### config.mk
export PLATFORM = sky130hd
export DESIGN_NAME = gate_sweep_ctrl
export DESIGN_NICKNAME = d
export VERILOG_FILES = /design/src/rtl/gate_sweep_pkg.sv /design/src/rtl/sweep_hold_timer.sv /design/src/rtl/gate_sweep_ctrl.sv
export SDC_FILE = /design/constraint.sdc
export NUM_CORES = 1
export LEC_CHECK = 0
export CAP_MARGIN = 20
export CORE_ASPECT_RATIO = 0.9
export CORE_MARGIN = 3
export CORE_UTILIZATION = 52
export DETAILED_ROUTE_END_ITERATION = 8
export GPL_ROUTABILITY_DRIVEN = 0
export HOLD_SLACK_MARGIN = 0.08
export PLACE_DENSITY = 0.88
export SLEW_MARGIN = 25
export SYNTH_ARGS = -nofsm -noshare
export SYNTH_HDL_FRONTEND = slang
export SYNTH_SLANG_ARGS = --single-unit
export TNS_END_PERCENT = 10
### constraint.sdc
create_clock -name clk -period 2.35 [get_ports clk]
set_input_delay 0.47 -clock clk [delete_from_list [all_inputs] [get_ports clk]]
set_output_delay 0.47 -clock clk [all_outputs]
set_load 0.01 [all_outputs]
### src/rtl/gate_sweep_pkg.sv
// Shared types and constants for the gate sweep sequencer.
package gate_sweep_pkg;

  typedef enum logic [1:0] {
    IDLE  = 2'd0,
    DRIVE = 2'd1,
    DONE  = 2'd2
  } sweep_state_e;

  localparam int unsigned NUM_VEC = 4;

  // Truth tables indexed by {a,b}: bit k is the expected output for vector k.
  localparam logic [3:0] XNOR_TT = 4'b1001;
  localparam logic [3:0] XOR_TT  = 4'b0110;
  localparam logic [3:0] NAND_TT = 4'b0111;

  // Expected gate output for vector idx under truth table tt.
  function automatic logic tt_bit(input logic [3:0] tt, input logic [1:0] idx);
    return tt[idx];
  endfunction

endpackage

### src/rtl/sweep_hold_timer.sv
// Hold-window counter: counts 0..HOLD-1 and flags the last cycle of a window.
module sweep_hold_timer #(
  parameter int unsigned HOLD = 5
) (
  input  logic clk,
  input  logic rst,
  input  logic clr_i,
  input  logic en_i,
  output logic tc_o
);

  localparam logic [7:0] LAST = 8'(HOLD - 1);

  logic [7:0] cnt_q;
  logic [7:0] cnt_d;

  // Next count: clear wins over enable, otherwise hold.
  always_comb begin
    cnt_d = cnt_q;
    if (clr_i) begin
      cnt_d = 8'd0;
    end else if (en_i) begin
      cnt_d = cnt_q + 8'd1;
    end else begin
      cnt_d = cnt_q;
    end
  end

  // Counter register.
  always_ff @(posedge clk or posedge rst) begin
    if (rst) begin
      cnt_q <= 8'd0;
    end else begin
      cnt_q <= cnt_d;
    end
  end

  assign tc_o = (cnt_q == LAST);

endmodule

### src/rtl/gate_sweep_ctrl.sv
// Drives the four input vectors of a 2-input gate, samples its output at the
// end of each hold window and accumulates a mismatch count and fail map.
module gate_sweep_ctrl
  import gate_sweep_pkg::*;
#(
  parameter int unsigned HOLD   = 5,
  parameter logic [3:0]  EXPECT = XNOR_TT
) (
  input  logic       clk,
  input  logic       rst,
  input  logic       start,
  input  logic       abort,
  input  logic       f53,
  output logic       a,
  output logic       b,
  output logic       busy,
  output logic       done,
  output logic       pass,
  output logic [2:0] err_cnt,
  output logic [3:0] fail_vec
);

  sweep_state_e state_q;
  logic       a_q, b_q, busy_q, done_q, pass_q;
  logic [2:0] err_cnt_q;
  logic [3:0] fail_vec_q;
  logic [1:0] idx_q;

  logic       tc_s;
  logic       timer_clr_s;
  logic       timer_en_s;
  logic       mismatch_s;
  logic [2:0] err_next_s;

  sweep_hold_timer #(.HOLD(HOLD)) u_timer (
    .clk   (clk),
    .rst   (rst),
    .clr_i (timer_clr_s),
    .en_i  (timer_en_s),
    .tc_o  (tc_s)
  );

  assign mismatch_s = (f53 != tt_bit(EXPECT, idx_q));
  assign err_next_s = err_cnt_q + 3'(mismatch_s);

  // Timer control: restart on sweep start, window end or abort; count otherwise.
  always_comb begin
    timer_clr_s = 1'b0;
    timer_en_s  = 1'b0;
    case (state_q)
      IDLE, DONE: begin
        timer_clr_s = start;
      end
      DRIVE: begin
        if (abort || tc_s) begin
          timer_clr_s = 1'b1;
        end else begin
          timer_en_s = 1'b1;
        end
      end
      default: begin
        timer_clr_s = 1'b1;
      end
    endcase
  end

  // Sweep FSM with registered outputs; abort outranks the window-end sample.
  always_ff @(posedge clk or posedge rst) begin
    if (rst) begin
      state_q    <= IDLE;
      a_q        <= 1'b0;
      b_q        <= 1'b0;
      busy_q     <= 1'b0;
      done_q     <= 1'b0;
      pass_q     <= 1'b0;
      err_cnt_q  <= 3'd0;
      fail_vec_q <= 4'd0;
      idx_q      <= 2'd0;
    end else begin
      case (state_q)
        IDLE, DONE: begin
          if (start) begin
            state_q    <= DRIVE;
            a_q        <= 1'b0;
            b_q        <= 1'b0;
            busy_q     <= 1'b1;
            done_q     <= 1'b0;
            pass_q     <= 1'b0;
            err_cnt_q  <= 3'd0;
            fail_vec_q <= 4'd0;
            idx_q      <= 2'd0;
          end
        end
        DRIVE: begin
          if (abort) begin
            state_q <= IDLE;
            a_q     <= 1'b0;
            b_q     <= 1'b0;
            busy_q  <= 1'b0;
            done_q  <= 1'b0;
            pass_q  <= 1'b0;
            idx_q   <= 2'd0;
          end else if (tc_s) begin
            err_cnt_q <= err_next_s;
            if (mismatch_s) begin
              fail_vec_q[idx_q] <= 1'b1;
            end
            if (idx_q == 2'(NUM_VEC - 1)) begin
              state_q <= DONE;
              a_q     <= 1'b0;
              b_q     <= 1'b0;
              busy_q  <= 1'b0;
              done_q  <= 1'b1;
              pass_q  <= (err_next_s == 3'd0);
              idx_q   <= 2'd0;
            end else begin
              idx_q      <= idx_q + 2'd1;
              {a_q, b_q} <= idx_q + 2'd1;
            end
          end
        end
        default: begin
          state_q <= IDLE;
          a_q     <= 1'b0;
          b_q     <= 1'b0;
          busy_q  <= 1'b0;
          done_q  <= 1'b0;
          pass_q  <= 1'b0;
          idx_q   <= 2'd0;
        end
      endcase
    end
  end

  assign a        = a_q;
  assign b        = b_q;
  assign busy     = busy_q;
  assign done     = done_q;
  assign pass     = pass_q;
  assign err_cnt  = err_cnt_q;
  assign fail_vec = fail_vec_q;

endmodule

Yosys cells after proc, flatten, opt, wreduce, memory -nomap -nowiden
Index checks and enable logic that the tools add are counted.
W data, S select, Z words.
{ "word_totals": {"reg_bits": 24, "word_cells": 89, "out_inout_bits": 12, "in_bits": 5} }
{ "op_classes": {"add_sub_neg": 3, "n_eq_ne": 11, "n_lt_le_gt_ge": 2, "n_reduce_logical": 11, "bitwise_logic": 1, "mux": 51} }
{ "op_table": {"columns": ["cell", "count"], "rows": [
  ["$mux W1", 22],
  ["$mux W2", 8],
  ["$mux W4", 4],
  ["$mux W8", 2],
  ["$pmux W1 S2", 6],
  ["$mux W3", 3],
  ["$add A8 B1 Y8 const B", 1],
  ["$eq A8 B3 Y1 const B", 1],
  ["$ne A2 B2 Y1 const B", 4],
  ["$pmux W2 S2", 2],
  ["$pmux W4 S2", 1],
  ["$ne A3 B3 Y1 const B", 2],
  ["$pmux W3 S2", 1],
  ["$reduce_and A5 Y1", 1],
  ["$eq A2 B2 Y1 const B", 2],
  ["$or A4 B4 Y4", 1],
  ["$reduce_and A4 Y1", 1],
  ["$reduce_bool A2 Y1", 2],
  ["$add A3 B1 Y3", 1],
  ["$logic_not A3 Y1", 1],
  ["$lt A2 B3 Y1 const B", 1],
  ["$reduce_and A3 Y1", 1],
  ["$add A2 B1 Y2 const B", 1],
  ["$bmux W1 S2", 1],
  ["9 further kinds", 9]
]} }

Depth between registers and ports, before layout
{ "depth": {"ltp_word": 9, "depth_mapped": 8, "ltp_nobuf": 8} }

Modules after synthesis
From an unflattened synthesis, not the netlist that was laid out.
{ "unflattened": {"hier_cells": 105, "hier_area_um2": 1099.8} }
{ "modules_own_cells": {"columns": ["mod", "cells_each", "area_each_um2", "seq_area_each_um2", "instances"], "rows": [
  ["gate_sweep_ctrl", 62, 654.4, 325.3, 1],
  ["sweep_hold_timer", 43, 445.4, 200.2, 1]
]} }

Worst setup path after synthesis
Ideal clock, no wire load.
{ "synth_path": {"kind": "flip-flop to flip-flop", "start": "register u_timer.cnt_q[5]", "end": "register idx_q[0]", "path_stages_with_launch": 5, "slack_ns": 0.218, "period_less_slack_ns": 2.132, "n_path_buf": 0, "required_time_ns": 2.225, "arrival_time_ns": 2.007, "setup_ns": 0.125, "path_cell_list": "dfrtp_1 or4b_4 or3_1 a21oi_2 mux2_2"} }
{ "synth_via": {"elab_chain_len": 3} }
{ "synth_rtl": {"columns": ["item", "line_no", "source"], "rows": [
  ["from (decl)", "sweep_hold_timer.sv:14", "logic [7:0] cnt_q;"],
  ["from (signal assigned)", "sweep_hold_timer.sv:34", "cnt_q <= cnt_d;"],
  ["$eq A8 B3 Y1", "sweep_hold_timer.sv:38", "assign tc_o = (cnt_q == LAST);"],
  ["$ne A3 B3 Y1 (no source line)", null, null],
  ["$reduce_and A2 Y1 (no source line)", null, null],
  ["to (signal assigned)", "gate_sweep_ctrl.sv:117", "idx_q <= idx_q + 2'd1;"],
  ["to (decl)", "gate_sweep_ctrl.sv:27", "logic [1:0] idx_q;"]
]} }
No other way between the ends.
A chain may end at the register's enable or synchronous reset.

Final worst setup path
{ "layout_path": {"start": "register u_timer.cnt_q[5]", "end": "register err_cnt_q[2] (netlist: err_cnt[2])"} }
{ "layout_via": {"elab_chain_len": 3} }
{ "layout_rtl": {"columns": ["item", "line_no", "source"], "rows": [
  ["$eq A8 B3 Y1", "sweep_hold_timer.sv:38", null],
  ["$ne A2 B2 Y1 (no source line)", null, null],
  ["$reduce_and A4 Y1 (no source line)", null, null],
  ["to (signal assigned)", "gate_sweep_ctrl.sv:104", "err_cnt_q <= err_next_s;"],
  ["to (decl)", "gate_sweep_ctrl.sv:25", "logic [2:0] err_cnt_q;"]
]} }
No other way between the ends.

==> qor.csv <==
metric,value,unit
rsz0062_at_grt,false,
numPortBuffers,16,
cts_tree,done,
num_io_pins,17,
drt_first_pass_iters,4,
grt_pass1_vias,851,
htree_levels,1,
antenna_found_initial,0,
fin_crit,2180,ps
cts_resized,0,
hp-class,in2async,
finish.instance_area,0.00135,sq mm
postSynthCellCount,106,
vias_per_cell,5.77,
ys_types,34,
synth-seq-cells,21,
tns,0,ps
fillers,157,
crit_arrival,2430,ps
layout-drive-gt1-share,8.59,%
p_leak,0.646,nW
die_area,0.00274,sq mm
holdBufCountCts,0,
final_hold_viol_count,0,
ant_nets,0,
path_class,reg2reg,
yosysTopAreaCell,dfrtp_1,
drt_iter0_markers,20,
yosys_warnings,0,
finalCritPeriodShare,92.7,%
synth_ff_type,dfrtp_1,
cts_setup_buffers,0,
powerDensity,547,mW/mm^2
power,740,uW
synthTopCellsByCount,"dfrtp_1 (21), nor2_1 (11), ha_1 (8), inv_1 (8), nand2_1 (8)",
crit_path_max_incr_delay,550,ps
clkTransAtPathRegs,120,ps
die_x,54.8,um
async_flop_share,100,%
die_height,50.0,um
grt_pass1_wl,3730,um
crit_path_end_kind,flop,
max_slew_margin,66.6,%
clock-sinks,21,
crit_required,2600,ps
grt_max_degree,22,
worstPathMaxFanout,5,
path_cells,or4b_4 -> or4_4 -> or4_1 -> nand3_1,
cp_slowest_cell,or4b_4,
wl_per_cell,14.0,um
critPathLaunchType,flop,
status,completed,
drc,0,
synth_seq_area_share,47.1,%
avgSynthCellArea,10.5,sq um
cap_violations,0,
clock_skew,3.86,ps
ir_drop,0.352,mV
worst_pin_slew,499,ps
cts_buffers,3,
worstSkewPairLatency,300,ps
num_vias,883,
synth_edf_count,0,
syn2layout_area_growth,21.2,%
fmax,459,MHz
syn-num-nets,119,
grt_usage,18.6,%
dp_hpwl,1610,um
initial_core_util,56.6,%
core_area,0.00197,sq mm
fin_nets,142,
synth_top_area_share,47.1,%
synth_area_leaders,"dfrtp_1 (47%), ha_1 (9.0%), xor2_1 (5.5%)",
synth_most_common_cell,dfrtp_1,
finalSetupViolations,0,
grt_overflow,0,
slew_violations,0,
n_antenna_cell,0,
cts_root_buffer,clkbuf_4,
dpl-instance-area,0.00133,sq mm
max-clock-path-buffers,2,
placementRows,15,
synth_area,0.00112,sq mm
drt_wl_total,2150,um
[cell usage in the layout (no fill, tap or decap), drive strengths merged, types with 2 or more instances in the layout]
| cell | Yosys | layout |
|---|---|---|
| nand4 | 3 | 3 |
| nand3 | 2 | 2 |
| ha | 8 | 8 |
| nand2b | 3 | 3 |
| and3 | 2 | 2 |
| inv | 8 | 8 |
| clkdlybuf4s50 | 0 | 16 |
| nand2 | 8 | 8 |
| clkbuf | 1 | 4 |
| or4 | 3 | 3 |
| dfrtp | 21 | 21 |
| o21ai | 2 | 2 |
| buf | 0 | 3 |
| xor2 | 7 | 7 |
| a32o | 2 | 2 |
| nor2 | 11 | 11 |
| a21o | 3 | 3 |
| a22o | 5 | 5 |
| a21oi | 2 | 2 |
[cells by family (layout without fill, tap and decap cells)]
family | Yosys count | after routing | synth area share [%]
fa+ha+maj | 8 | 8 | 8.97
buf+inv | 9 | 31 | 3.03
compound gates | 19 | 19 | 13.9
mux | 2 | 2 | 1.91
flops | 21 | 21 | 47.1
simple gates | 39 | 39 | 18.8
xor+xnor | 8 | 8 | 6.28
[critical path: cells and delay by family, from the launching register on]
kind / cells / cell delay (ps)
and+or+nand+nor: 4 / 1680
DFF: 1 / 440
[flip-flops by register name, summed over array words and instances, names as in the netlist]
name	cells
u_timer.cnt_q	8
fail_vec	4
err_cnt	3
idx_q	2
busy	1
done	1
pass	1
state_q	1
[stage by stage]
stage | cells | worst slack (ps) | hold WS, ps | util, %
finish | 153 | 172 | 479 | 68.6
global route | 153 | 82.6 | 490 | 68.6
CTS | 153 | 177 | 489 | 68.6
detailed placement | 149 | 159 | 500 | 67.3
global placement | 149 | 197 | 493 | 67.3
floorplan | 106 | 218 | 447 | -
[power breakdown]
part	switching, mW	total, mW	internal, mW
sequential	0.0298	0.409	0.379
combinational	0.0796	0.155	0.0756
clock	0.110	0.176	0.0662
total	0.219	0.740	0.521
[routing by layer]
layer | up-vias | share of wire [%] | routed length, um | global-route usage, %
met1 | 436 | 47 | 1010 | 24.4
met2 | 22 | 46 | 996 | 29.3
met3 | 2 | 5.5 | 117 | 5.44
met5 | - | 0 | 0 | 0
met4 | 0 | 0.79 | 17 | 4.98
li1 | 423 | - | - | -
[cell type report]
type | instances | area, sq um | area share (%)
Inverter | 8 | 30.0 | 2.22
Multi-Input combinational cell | 76 | 557 | 41.2
Tap cell | 25 | 31.3 | 2.31
Clock buffer | 4 | 26.3 | 1.94
Timing Repair Buffer | 19 | 183 | 13.5
Sequential cell | 21 | 526 | 38.9
[path summary, 6_finish.rpt]
check	end	depth (start not counted)	from	slack, ps
setup / recovery	err_cnt[2]	4	u_timer.cnt_q[5]	170
hold / removal	fail_vec[3]	3	rst	480
setup reg to reg	err_cnt[2]	4	u_timer.cnt_q[5]	170
hold reg to reg	fail_vec[3]	1	fail_vec[3]	520
max in group asynchronous	u_timer.cnt_q[2]	3	rst	1660
min in group clk	fail_vec[3]	1	fail_vec[3]	520
No activity file was read; power rests on OpenSTA's default activity.
